### src/rtl/serial_add_if.sv
// Handshake and operand/result bundle for the bit-serial adder.
// The requester (master) drives start and the operands; the adder (slave)
// returns busy/done and the held result.
interface serial_add_if #(
  parameter int WIDTH = 32
);
  logic             start;
  logic [WIDTH-1:0] x;
  logic [WIDTH-1:0] y;
  logic             cin;
  logic             busy;
  logic             done;
  logic [WIDTH-1:0] f;
  logic             cout;
  logic             overflow;

  modport master (
    output start, x, y, cin,
    input  busy, done, f, cout, overflow
  );

  modport slave (
    input  start, x, y, cin,
    output busy, done, f, cout, overflow
  );
endinterface

### src/rtl/serial_add.sv
// Bit-serial WIDTH-bit adder: f = x + y + cin, one bit per clock, LSB first.
// A single full-adder slice walks the operand shift registers; the sum bits
// are shifted into an accumulator from the top so that after WIDTH cycles the
// accumulator holds the sum in natural bit order. Results (f, cout, overflow)
// are held in their own registers and only change on entry to DONE.
module serial_add #(
  parameter int WIDTH = 32
) (
  input  logic        clk,
  input  logic        rst_n,
  serial_add_if.slave bus
);

  localparam int CW = (WIDTH > 2) ? $clog2(WIDTH) : 1;
  localparam logic [CW-1:0] LAST_CNT = CW'(WIDTH - 1);

  typedef enum logic [1:0] {
    S_IDLE = 2'd0,
    S_RUN  = 2'd1,
    S_DONE = 2'd2
  } state_e;

  // Carry out of a full-adder slice.
  function automatic logic maj3(input logic a, input logic b, input logic c);
    return (a & b) | (a & c) | (b & c);
  endfunction

  state_e           state_q, state_d;
  logic [WIDTH-1:0] a_q, a_d;
  logic [WIDTH-1:0] b_q, b_d;
  logic [WIDTH-1:0] acc_q, acc_d;
  logic             carry_q, carry_d;
  logic [CW-1:0]    count_q, count_d;
  logic [WIDTH-1:0] f_q, f_d;
  logic             cout_q, cout_d;
  logic             ovf_q, ovf_d;
  logic             busy_q, busy_d;
  logic             done_q, done_d;

  logic             sum_s;
  logic             carry_nxt_s;

  // Next-state, datapath and result-register update logic.
  always_comb begin
    state_d     = state_q;
    a_d         = a_q;
    b_d         = b_q;
    acc_d       = acc_q;
    carry_d     = carry_q;
    count_d     = count_q;
    f_d         = f_q;
    cout_d      = cout_q;
    ovf_d       = ovf_q;
    sum_s       = a_q[0] ^ b_q[0] ^ carry_q;
    carry_nxt_s = maj3(a_q[0], b_q[0], carry_q);

    case (state_q)
      // IDLE and DONE both accept a new request; DONE goes straight back
      // to RUN so held-high start gives back-to-back results.
      S_IDLE, S_DONE: begin
        if (bus.start) begin
          a_d     = bus.x;
          b_d     = bus.y;
          carry_d = bus.cin;
          acc_d   = '0;
          count_d = '0;
          state_d = S_RUN;
        end else begin
          state_d = S_IDLE;
        end
      end

      S_RUN: begin
        a_d     = {1'b0, a_q[WIDTH-1:1]};
        b_d     = {1'b0, b_q[WIDTH-1:1]};
        acc_d   = {sum_s, acc_q[WIDTH-1:1]};
        carry_d = carry_nxt_s;
        if (count_q == LAST_CNT) begin
          // On the MSB cycle carry_q is the carry into the MSB, so the
          // signed overflow is formed here directly from it and the
          // carry out of the MSB slice.
          f_d     = {sum_s, acc_q[WIDTH-1:1]};
          cout_d  = carry_nxt_s;
          ovf_d   = carry_q ^ carry_nxt_s;
          state_d = S_DONE;
        end else begin
          count_d = count_q + {{(CW-1){1'b0}}, 1'b1};
          state_d = S_RUN;
        end
      end

      default: begin
        state_d = S_IDLE;
      end
    endcase

    busy_d = (state_d == S_RUN);
    done_d = (state_d == S_DONE);
  end

  // State, datapath and output registers; reset aborts any operation.
  always_ff @(posedge clk or negedge rst_n) begin
    if (!rst_n) begin
      state_q <= S_IDLE;
      a_q     <= '0;
      b_q     <= '0;
      acc_q   <= '0;
      carry_q <= 1'b0;
      count_q <= '0;
      f_q     <= '0;
      cout_q  <= 1'b0;
      ovf_q   <= 1'b0;
      busy_q  <= 1'b0;
      done_q  <= 1'b0;
    end else begin
      state_q <= state_d;
      a_q     <= a_d;
      b_q     <= b_d;
      acc_q   <= acc_d;
      carry_q <= carry_d;
      count_q <= count_d;
      f_q     <= f_d;
      cout_q  <= cout_d;
      ovf_q   <= ovf_d;
      busy_q  <= busy_d;
      done_q  <= done_d;
    end
  end

  assign bus.busy     = busy_q;
  assign bus.done     = done_q;
  assign bus.f        = f_q;
  assign bus.cout     = cout_q;
  assign bus.overflow = ovf_q;

endmodule

### src/flat_wrapper.sv
// flat-port wrapper written by rule: the top's interface ports become plain ports
module serial_add_flat 
#(
  parameter int WIDTH = 32
)
  (clk, rst_n, bus_start, bus_x, bus_y, bus_cin, bus_busy, bus_done, bus_f, bus_cout, bus_overflow);
  serial_add_if #(.WIDTH(WIDTH)) bus_i ();
  input  logic clk;
  input  logic rst_n;
  input wire logic [$bits(bus_i.start)-1:0] bus_start;
  input wire logic [$bits(bus_i.x)-1:0] bus_x;
  input wire logic [$bits(bus_i.y)-1:0] bus_y;
  input wire logic [$bits(bus_i.cin)-1:0] bus_cin;
  output wire logic [$bits(bus_i.busy)-1:0] bus_busy;
  output wire logic [$bits(bus_i.done)-1:0] bus_done;
  output wire logic [$bits(bus_i.f)-1:0] bus_f;
  output wire logic [$bits(bus_i.cout)-1:0] bus_cout;
  output wire logic [$bits(bus_i.overflow)-1:0] bus_overflow;
  assign bus_i.start = bus_start;
  assign bus_i.x = bus_x;
  assign bus_i.y = bus_y;
  assign bus_i.cin = bus_cin;
  assign bus_busy = bus_i.busy;
  assign bus_done = bus_i.done;
  assign bus_f = bus_i.f;
  assign bus_cout = bus_i.cout;
  assign bus_overflow = bus_i.overflow;
  serial_add #(.WIDTH(WIDTH)) u_core (.clk(clk), .rst_n(rst_n), .bus(bus_i));
endmodule
### config.mk
export PLATFORM = sky130hd
export DESIGN_NAME = serial_add_flat
export DESIGN_NICKNAME = d
export VERILOG_FILES = /design/src/rtl/serial_add_if.sv /design/src/rtl/serial_add.sv /design/src/flat_wrapper.sv
export SDC_FILE = /design/constraint.sdc
export NUM_CORES = 1
export LEC_CHECK = 0
export CAP_MARGIN = 15
export CORE_MARGIN = 2
export CORE_UTILIZATION = 56
export DETAILED_ROUTE_END_ITERATION = 12
export HOLD_SLACK_MARGIN = 0.03
export PLACE_DENSITY = 0.87
export SLEW_MARGIN = 25
export SYNTH_ARGS = -nofsm -noshare
export SYNTH_HDL_FRONTEND = slang
export SYNTH_SLANG_ARGS = --single-unit
### constraint.sdc
create_clock -name clk -period 4.43 [get_ports clk]
set_input_delay 0.6645 -clock clk [delete_from_list [all_inputs] [get_ports clk]]
set_output_delay 0.6645 -clock clk [all_outputs]
set_load 0.1 [all_outputs]
==> key figures, run 1 <==
Logic synthesis
  • Top post-synthesis cells by area: dfrtp_1 63%, o22ai_1 7.0%, mux2_2 5.9%
  • Top-area cell type share of the netlist area: a little over three fifths
  • Mean Syn Cell Area: 11.8 µm²
  • Cells after Synth: 469
  • Fraction of registers with async set/reset: 100%
  • Xor-xnor portion of the synthesized cell area: 0.317%
  • Compound-Gate Fraction of Synth Area: 13.8%
  • Synth Flop Type: dfrtp_1
  • Post-Synth Simple-Gate Area: 11.6%
  • Post-Synth Adder-Cell Area: less than 1%
  • Cell taking the most area after synthesis: dfrtp_1
  • Yosys reg bits: 139
  • Seq/Total Area, Yosys: 63.0%
  • Synthesized cell area: 0.00552 mm²
  • Netlist cell types: 32
  • Post-synth EDFFs: 0
  • Synth Net Count: 540
  • Main combinational cell family by area after synthesis: compound AO/OA/AOI/OAI gates
  • Mux share of post-synthesis cell area: 6.33%
  • Synth Warn #: 0

Floorplanning
  • Die Y: 103 µm
  • Num rows: 36
  • Full die area: 0.0107 mm²
  • Die Wd: 103 µm
  • Ports: 104
  • Core box area: 0.00968 mm²
  • Starting Density: 57.0%

Clock tree
  • Htree depth: 4
  • Worst skew pair latency: 0.52 ns
  • CTS tree: done
  • Quantity of gates resized following cts: 0
  • Num CTS Buffers: 17
  • Post-CTS Setup Repair Bufs: 0
  • Hold_buf cts: 0
  • Root Driver: clkbuf_8
  • Clk buf depth: 2
  • Clk sinks: 139
  • Clock slew at reported path FFs: 0.07 ns

Final layout
  • Nets: 627
  • # diodes: 0
  • Commonest cells after routing, fill and taps aside: 139 x dfrtp_1, 102 x clkdlybuf4s50_1, 62 x o22ai_1, 62 x nor2_1, 60 x nor3_1
  • Most common cell after layout, fill and taps aside: dfrtp_1
  • Proportion of layout cells with a drive suffix above 1: 13.0%
  • Area delta synth->final: 29.5%

Setup path
  • CP required: 3.77 ns
  • Worst Path Buf+Inv: 1
  • Slowest stage cell, crit path: clkdlybuf4s50_1
  • CP Cell Sequence: clkdlybuf4s50_1
  • R2R setup slack: 2.11 ns
  • CP max stage delay: 1.14 ns
  • R2R Path Start: u_core.state_q[0]$_DFF_PN0_
  • Critical Path AT: ~2.0 ns
  • Kind of critical path: flip-flop to output port
  • Worst setup SP type: flip-flop
  • R2r endpoint: u_core.acc_q[25]$_DFFE_PN0P_
  • Crit Path Max Fanout: 2
  • CP endpoint kind: output port
  • CP delay by family, top: buffers and inverters
  • Reg2reg path depth: 3

Pwr
  • Pwr Total: 5580 µW
  • VDD IR-drop max: 0.344 mV
  • Pwr dens: 781 mW/mm²
  • Pleak: about 0.0031 µW

Global routing
  • Gr usage total: 22.8%
  • Largest net degree at the start of global routing: ~110
  • Global-route wire length before repair: between 15000 and 20000 µm
  • Total grt overflow: 0
  • Vias in the first global route: 3757
  • Initial antenna violation count: 0

Timing
  • Fin crit share: 60.7%
  • Endpoints failing hold: 0
  • RSZ-0062 raised after global routing: false
  • Worst-margin pin slew: 1.00 ns
  • Max-slew violations: 0
  • Min cycle time layout: around 2.7 ns
  • Final Setup Violations: 0
  • Fmax: 372 MHz
  • Setup TNS: 0 ns
  • Normalized max-slew margin: between 30% and 40%
  • Post-Route Skew: 0.00914 ns

Routing
  • Routed wire per std cell: 16.3 µm
  • Starting DRT DRC Count: between 150 and 200
  • TritonRoute pass-1 iters: 4
  • # DRC: 0
  • Detailed Route WL: 11500 µm
  • Final ANT Viol Nets: 0
  • Vias per inst: 5.70
  • Via count: 4001

Outcome
  • Outcome: finished, final reports clean

Placed design
  • Routability congestion estimate: between 0.7 and 0.8
  • Hpwl dp: roughly 7000 µm
  • Port Buffers: 103

Worst hold path
  • HP Class: primary input to async pin

Job
  • Total of max-cap violations: 0
worst max-delay path by stage:
stage | startpoint | to | slack, ns | cells past startpoint
floorplan | u_core.count_q[0]$_DFFE_PN0P_ | u_core.bus.f[27]$_DFFE_PN0P_ | 2.58 | 7
global placement | bus_start | u_core.carry_q$_DFFE_PN0P_ | 2.19 | 4
detailed placement | bus_start | u_core.a_q[26]$_DFFE_PN0P_ | 2.10 | 5
CTS | u_core.bus.f[18]$_DFFE_PN0P_ | bus_f[18] | 1.71 | 1
global route | u_core.bus.f[14]$_DFFE_PN0P_ | bus_f[14] | 1.66 | 1
finish | u_core.bus.f[18]$_DFFE_PN0P_ | bus_f[18] | 1.74 | 1
metal layers:
layer	global-route usage (%)	up-vias	part of all wire, %
met2	35.6	118	49
met5	0	-	0
li1	-	1897	-
met1	30.0	1967	44
met3	7.12	19	6.0
met4	9.31	0	1.7
power breakdown:
group          total (µW)  leakage, µW  internal, µW  switching [µW]
Sequential           2160      0.00173          1810             350
Clock                1340     0.000267           763             575
Combinational        2090      0.00114           743            1350
cell families after synthesis:
logic type                 count (synthesis)
AOI/OAI and AO/OA                        107
xor gates and xnor gates                   2
adders and majority gates                  3
buffers and inverters                     47
DFF                                      139
muxes                                     31
and+or+nand+nor                          140
sequential cells by signal, indices dropped and copies added, names as in the netlist, 2 cells and up:
name	count
u_core.bus.f	32
u_core.acc_q	31
u_core.a_q	32
u_core.state_q	2
u_core.b_q	32
u_core.count_q	5
cells in the mapped netlist (2+ instances only):
cell	instances
buf_4	6
buf_1	12
a21oi_1	2
xor2_1	2
nor2b_1	2
buf_2	18
nand3_1	4
o21ai_0	3
nand2_1	5
o22ai_1	62
o21ai_1	3
ha_1	2
mux2_2	29
dfrtp_1	139
nor3_1	60
mux2_1	2
nor2_1	62
inv_1	7
clkbuf_1	3
nand2b_1	2
a22o_1	33
area by class of cell:
type,count,area (µm²)
well taps,133,166
clock inverters,15,153
repair buffers,108,1070
flip-flops and latches,139,3480
inverters,7,26.3
multi-input cells,283,1840
fillers,636,2540
clock buffers,17,414
metrics by stage:
step	util [%]	cells	worst slack [ns]	hold WS, ns	area [µm²]
global placement	67.9	670	2.19	0.462	6570
finish	73.8	702	1.74	0.230	7150
global route	73.8	702	1.66	0.295	7150
floorplan	-	469	2.58	0.369	5520
CTS	73.8	702	1.71	0.279	7140
detailed placement	67.9	670	2.10	0.472	6580
No activity file was read; power rests on OpenSTA's default activity.
==> run 2, diff against run 1 <==
- CORE_UTILIZATION: 56 -> 47
- PLACE_DENSITY: 0.87 -> 0.78
- clock period: 4.43 -> 2.4 ns (I/O delays scaled with it)
==> key figures, run 2 (synthesis results as in run 1) <==
Floorplanning
  • Die Y: 112 µm (was 103 µm)
  • Core box area: 0.0114 mm² (was 0.00968 mm²)
  • Ports: 104 (unchanged)
  • Full die area: 0.0126 mm² (was 0.0107 mm²)
  • Num rows: 39 (was 36)
  • Starting Density: 48.3% (was 57.0%)
  • Die Wd: 112 µm (was 103 µm)

Setup path
  • Kind of critical path: flip-flop to flip-flop (was flip-flop to output port)
  • R2R setup slack: 0.43 ns (was 2.11 ns)
  • Critical Path AT: 2.26 ns (was 2.03 ns)
  • Critical path endpoint: u_core.count_q[3]$_DFFE_PN0P_ (was bus_f[18])
  • Slowest stage cell, crit path: or3b_1 (was clkdlybuf4s50_1)
  • R2r endpoint: u_core.count_q[3]$_DFFE_PN0P_ (was u_core.acc_q[25]$_DFFE_PN0P_)
  • CP Cell Sequence: ha_1 > and3_1 > ha_1 > or3b_1 > o211ai_2 > o31ai_2 (was clkdlybuf4s50_1)
  • CP required: 2.69 ns (was 3.77 ns)
  • CP endpoint kind: flip-flop (was output port)
  • R2R Path Start: u_core.count_q[0]$_DFFE_PN0P_ (was u_core.state_q[0]$_DFF_PN0_)
  • Crit Path Max Fanout: 10 (was 2)
  • Crit path from: u_core.count_q[0]$_DFFE_PN0P_ (was u_core.bus.f[18]$_DFFE_PN0P_)
  • Worst setup SP type: flip-flop (unchanged)
  • Critical Path Most Common Cell: ha_1
  • Reg2reg path depth: 6 (was 3)
  • CP max stage delay: 0.52 ns (was 1.14 ns)

Placed design
  • Routability congestion estimate: 0.746 (was 0.757)
  • Pre-CTS setup slack: 0.438 ns (was 2.10 ns)
  • Hpwl dp: 7540 µm (was 7000 µm)
  • Port Buffers: 103 (unchanged)

Clock tree
  • Clock slew at reported path FFs: 0.05 ns (was 0.07 ns)
  • Clk sinks: 139 (unchanged)
  • Worst skew pair latency: 0.41 ns (was 0.52 ns)
  • Quantity of gates resized following cts: 0 (unchanged)
  • CTS tree: done (unchanged)
  • Htree depth: 4 (unchanged)
  • Num CTS Buffers: 17 (unchanged)
  • Root Driver: clkbuf_16 (was clkbuf_8)
  • Clk buf depth: 2 (unchanged)

Routing
  • Vias per inst: 5.63 (was 5.70)
  • Starting DRT DRC Count: 262 (was 190)
  • TritonRoute pass-1 iters: 4 (unchanged)
  • Routed wire per std cell: 16.4 µm (was 16.3 µm)
  • Via count: 4061 (was 4001)
  • Detailed Route WL: 11900 µm (was 11500 µm)
  • # DRC: 0 (unchanged)
  • Final ANT Viol Nets: 0 (unchanged)

Global routing
  • Global-route wire length before repair: 19800 µm (was 18500 µm)
  • Total grt overflow: 0 (unchanged)
  • Gr usage total: 19.9% (was 22.8%)
  • Largest net degree at the start of global routing: 67 (was 107)
  • Vias in the first global route: 4115 (was 3757)
  • Initial antenna violation count: 1 (was 0)

Timing
  • Worst-margin pin slew: 0.695 ns (was 1.00 ns)
  • Max-slew violations: 0 (unchanged)
  • RSZ-0062 raised after global routing: false (unchanged)
  • Normalized max-slew margin: 53.7% (was 32.9%)
  • Min cycle time layout: 1.97 ns
  • Worst Setup Slack, final: 0.429 ns (was 1.74 ns)
  • Final Setup Violations: 0 (unchanged)
  • Fin crit share: between 80% and 90%
  • Endpoints failing hold: 0 (unchanged)
  • Setup TNS: 0 ns (unchanged)
  • Fmax: a little over 500 MHz
  • Post-Route Skew: 0.00547 ns (was 0.00914 ns)

Final layout
  • Proportion of layout cells with a drive suffix above 1: 19.9% (was 13.0%)
  • Fill count: 935 (was 636)
  • Most common cell after layout, fill and taps aside: dfrtp_1 (unchanged)
  • Area delta synth->final: 29.9% (was 29.5%)
  • Commonest cells after routing, fill and taps aside: 139 x dfrtp_1, 66 x clkdlybuf4s50_1, 62 x o22ai_1, 62 x nor2_1, 60 x nor3_1 (was 139 x dfrtp_1, 102 x clkdlybuf4s50_1, 62 x o22ai_1, 62 x nor2_1, 60 x nor3_1)
  • Nets: 636 (was 627)

Pwr
  • Pleak: 0.00328 µW (was 0.00314 µW)
  • VDD IR-drop max: 1.20 mV (was 0.344 mV)
  • Switch share: 39.3% (was 40.7%)
  • Internal power: 6270 µW (was 3310 µW)
  • Net Sw Power: 4050 µW (was 2270 µW)
  • Combinational Power Share: 37.7% (was 37.4%)
  • Clock power frac: 23.9% (was 24.0%)
  • Pwr dens: 1440 mW/mm² (was 781 mW/mm²)
  • Sequential group share of total power: 38.4% (was 38.6%)

Outcome
  • Outcome: finished, final reports clean (unchanged)

Job
  • Total of max-cap violations: 0 (unchanged)

Worst hold path
  • HP Class: primary input to async pin (unchanged)
[run 2: changes by cell type in the layout (fill, tap and decap cells not counted), moves of 3 or more]
cell	change
clkinvlp_4	-4
buf_4	+41
buf_12	+3
clkbuf_8	+3
clkinv_2	+5
inv_6	-6
clkdlybuf4s50_1	-36
[run 2: worst min-delay path by stage]
| stage | startpoint | endpoint | slack (ns) | cells past startpoint |
|---|---|---|---|---|
| 6_report | rst_n | u_core.bus.f[10]$_DFFE_PN0P_ | 0.49 | 2 |
| 5_1_grt | u_core.a_q[31]$_DFFE_PN0P_ | u_core.a_q[31]$_DFFE_PN0P_ | 0.51 | 1 |
| 4_1_cts | rst_n | u_core.bus.f[10]$_DFFE_PN0P_ | 0.49 | 2 |
| 3_5_place_dp | rst_n | u_core.bus.f[10]$_DFFE_PN0P_ | 0.36 | 1 |
| 3_3_place_gp | rst_n | u_core.bus.f[10]$_DFFE_PN0P_ | 0.35 | 1 |
| 2_1_floorplan | rst_n | u_core.a_q[0]$_DFFE_PN0P_ | 0.06 | 0 |
[run 2: cell type report]
type / count / area [µm²] / area share [%]
clock buffer: 24 / 502 / 7.00
timing repair buffer: 117 / 1090 / 15.2
antenna: 1 / 2.50 / 0.0349
clock inverter: 7 / 63.8 / 0.890
inverter: 7 / 26.3 / 0.366
multi-input combinational: 283 / 1830 / 25.5
sequential: 139 / 3480 / 48.5
tap: 143 / 179 / 2.50
[run 2: routing by layer]
metal	share of wire, %	up-vias	global-route usage, %
met5	0	-	0
li1	-	1901	-
met3	5.5	19	6.32
met1	43	2029	25.0
met2	50	112	32.1
met4	2.1	0	8.37
[run 2: power groups by stage]
stage	combinational (µW)	clock, µW	sequential, µW
detailed placement	3920	0	3980
CTS	3940	2520	3960
global placement	3760	0	3930
finish	3890	2470	3960
global route	4260	2640	4070
floorplan	2070	0	4830
[run 2: metrics by stage]
step	total power [µW]	hold WS (ns)	util (%)	cell area, µm²	instances
finish	10300	0.487	62.8	7170	721
global route	11000	0.514	62.8	7170	721
CTS	10400	0.493	62.8	7170	720
detailed placement	7900	0.359	57.7	6590	688
global placement	7690	0.351	57.7	6590	688
floorplan	6900	0.0644	-	5520	469
[run 2: what timing repair did]
action,4_1_cts,5_1_grt
endpoints found under the hold margin,54,0
setup buffers,0,0
hold buffers,1,0
[run 2: worst max-delay path: cells and delay by family (launching register included)]
| family | cells | cell delay [ns] |
|---|---|---|
| AOI/OAI and AO/OA | 2 | 0.31 |
| DFF | 1 | 0.41 |
| adders and majority gates | 2 | 0.43 |
| and+or+nand+nor | 2 | 0.70 |
==> run 3, diff against run 2 <==
- CORE_UTILIZATION: 47 -> 52
- PLACE_DENSITY: 0.78 -> 0.82
- clock period: 2.4 -> 2 ns (I/O delays scaled with it)
==> key figures, run 3 (synthesis results as in run 1) <==
Final layout
  • # diodes: 0 (was 1)
  • Final design utilization: 69.8% (was 62.8%)
  • Fill count: 731 (was 935)
  • Proportion of layout cells with a drive suffix above 1: 20.6% (was 19.9%)
  • Nets: 636 (unchanged)
  • Area delta synth->final: 30.7% (was 29.9%)
  • Commonest cells after routing, fill and taps aside: 139 x dfrtp_1, 66 x clkdlybuf4s50_1, 62 x o22ai_1, 62 x nor2_1, 60 x nor3_1 (unchanged)
  • Most common cell after layout, fill and taps aside: dfrtp_1 (unchanged)
  • Non-filler cells in the finished layout: 714 (was 721)

Floorplanning
  • Starting Density: 53.4% (was 48.3%)
  • Core box area: 0.0103 mm² (was 0.0114 mm²)
  • Ports: 104 (unchanged)
  • Die Wd: 107 µm (was 112 µm)
  • Num rows: 37 (was 39)
  • Die Y: 107 µm (was 112 µm)
  • Full die area: 0.0115 mm² (was 0.0126 mm²)

Timing
  • Normalized max-slew margin: 67.1% (was 53.7%)
  • RSZ-0062 raised after global routing: false (unchanged)
  • Fmax: 533 MHz (was 507 MHz)
  • Max-slew violations: 0 (unchanged)
  • Fin crit share: 93.9% (was 82.1%)
  • Setup TNS: 0 ns (unchanged)
  • Min cycle time layout: 1.88 ns (was 1.97 ns)
  • Final Setup Violations: 0 (unchanged)
  • Post-Route Skew: 0.00896 ns (was 0.00547 ns)
  • Endpoints failing hold: 0 (unchanged)
  • Worst-margin pin slew: 0.493 ns (was 0.695 ns)

Global routing
  • Global-route wire length before repair: 20100 µm (was 19800 µm)
  • Vias in the first global route: 4137 (was 4115)
  • Gr usage total: 22.2% (was 19.9%)
  • Initial antenna violation count: 0 (was 1)
  • Total grt overflow: 0 (unchanged)
  • Largest net degree at the start of global routing: 58 (was 67)

Job
  • Total of max-cap violations: 0 (unchanged)

Setup path
  • Worst setup SP type: flip-flop (unchanged)
  • Kind of critical path: flip-flop to flip-flop (unchanged)
  • CP endpoint kind: flip-flop (unchanged)
  • Crit Path Max Fanout: 39 (was 10)
  • Critical Path AT: 2.26 ns (about the same)
  • CP required: 2.39 ns (was 2.69 ns)

Clock tree
  • Clk sinks: 139 (unchanged)
  • Clock slew at reported path FFs: 0.06 ns (was 0.05 ns)
  • Post-CTS Setup Repair Bufs: 0 (unchanged)
  • Worst skew pair latency: 0.51 ns (was 0.41 ns)
  • Clk buf depth: 2 (unchanged)
  • CTS tree: done (unchanged)
  • Num CTS Buffers: 17 (unchanged)
  • Htree depth: 4 (unchanged)
  • Root Driver: clkbuf_8 (was clkbuf_16)

Placed design
  • Port Buffers: 103 (unchanged)
  • Routability congestion estimate: 0.712 (was 0.746)
  • Dpl cells: 681 (was 688)
  • Hpwl dp: 7570 µm (was 7540 µm)

Pwr
  • Pwr dens: 1730 mW/mm² (was 1440 mW/mm²)
  • VDD IR-drop max: 0.894 mV (was 1.20 mV)
  • Pwr Total: 12500 µW (was 10300 µW)
  • Pleak: 0.00328 µW (about the same)

Routing
  • Final ANT Viol Nets: 0 (unchanged)
  • Via count: 4069 (was 4061)
  • Starting DRT DRC Count: 237 (was 262)
  • Detailed Route WL: 11800 µm (was 11900 µm)
  • Vias per inst: 5.70 (was 5.63)
  • # DRC: 0 (unchanged)
  • Routed wire per std cell: 16.5 µm (was 16.4 µm)
  • TritonRoute pass-1 iters: 4 (unchanged)

Outcome
  • Outcome: finished, final reports clean (unchanged)

Worst hold path
  • HP Class: primary input to async pin (unchanged)
[run 3: worst max-delay path: stages (launching register included)]
cell and delay, ns:
dfrtp_1 0.41, ha_1 0.21, and3_1 0.18, ha_1 0.22
nand3b_1 0.14, buf_12 0.23, mux2_2 0.36
[run 3: final timing paths]
kind / to / cells past startpoint / slack, ns / start
max: u_core.bus.f[25]$_DFFE_PN0P_ / 6 / 0.12 / u_core.count_q[0]$_DFFE_PN0P_
min: u_core.bus.f[18]$_DFFE_PN0P_ / 2 / 0.31 / rst_n
max reg2reg: u_core.bus.f[25]$_DFFE_PN0P_ / 6 / 0.12 / u_core.count_q[0]$_DFFE_PN0P_
min reg2reg: u_core.bus.f[28]$_DFFE_PN0P_ / 1 / 0.50 / u_core.bus.f[28]$_DFFE_PN0P_
max in group asynchronous: u_core.bus.f[28]$_DFFE_PN0P_ / 3 / 0.99 / rst_n
min in group clk: u_core.a_q[31]$_DFFE_PN0P_ / 2 / 0.41 / bus_x[31]
[run 3: routing by layer]
layer | vias up | track usage [%] | wire length (µm)
met1 | 2028 | 29.6 | 5090
met4 | 0 | 8.07 | 112
met2 | 132 | 34.5 | 5780
li1 | 1899 | - | -
met5 | - | 0 | 0
met3 | 10 | 6.99 | 788
[run 3: repair_timing]
action | CTS | global route
endpoints found under the setup margin | 0 | 3
hold buffers | 1 | 0
hold endpoints to repair | 49 | 0
gates resized for setup | 0 | 1
[run 3: power breakdown]
group          switching (µW)  internal (µW)
clock network            1250           1690
registers                 772           4000
logic                    3040           1740
total                    5060           7430
[run 3: stage by stage]
| stage | instance area (µm²) | hold slack, ns | setup WS (ns) |
|---|---|---|---|
| 2_1_floorplan | 5520 | 0.00441 | 0.146 |
| 3_3_place_gp | 6630 | 0.279 | 0.0931 |
| 3_5_place_dp | 6630 | 0.285 | 0.0479 |
| 4_1_cts | 7210 | 0.308 | 0.0261 |
| 5_1_grt | 7210 | 0.330 | 0.0395 |
| 6_report | 7210 | 0.312 | 0.123 |
[run 3: area by class of cell]
| cell class | instances | area, µm² | area share, % |
|---|---|---|---|
| Sequential cell | 139 | 3480 | 48.2 |
| Multi-Input combinational cell | 283 | 1830 | 25.4 |
| Timing Repair Buffer | 117 | 1140 | 15.8 |
| Clock buffer | 17 | 414 | 5.74 |
| Tap cell | 136 | 170 | 2.36 |
| Clock inverter | 15 | 150 | 2.08 |
| Inverter | 7 | 26.3 | 0.364 |
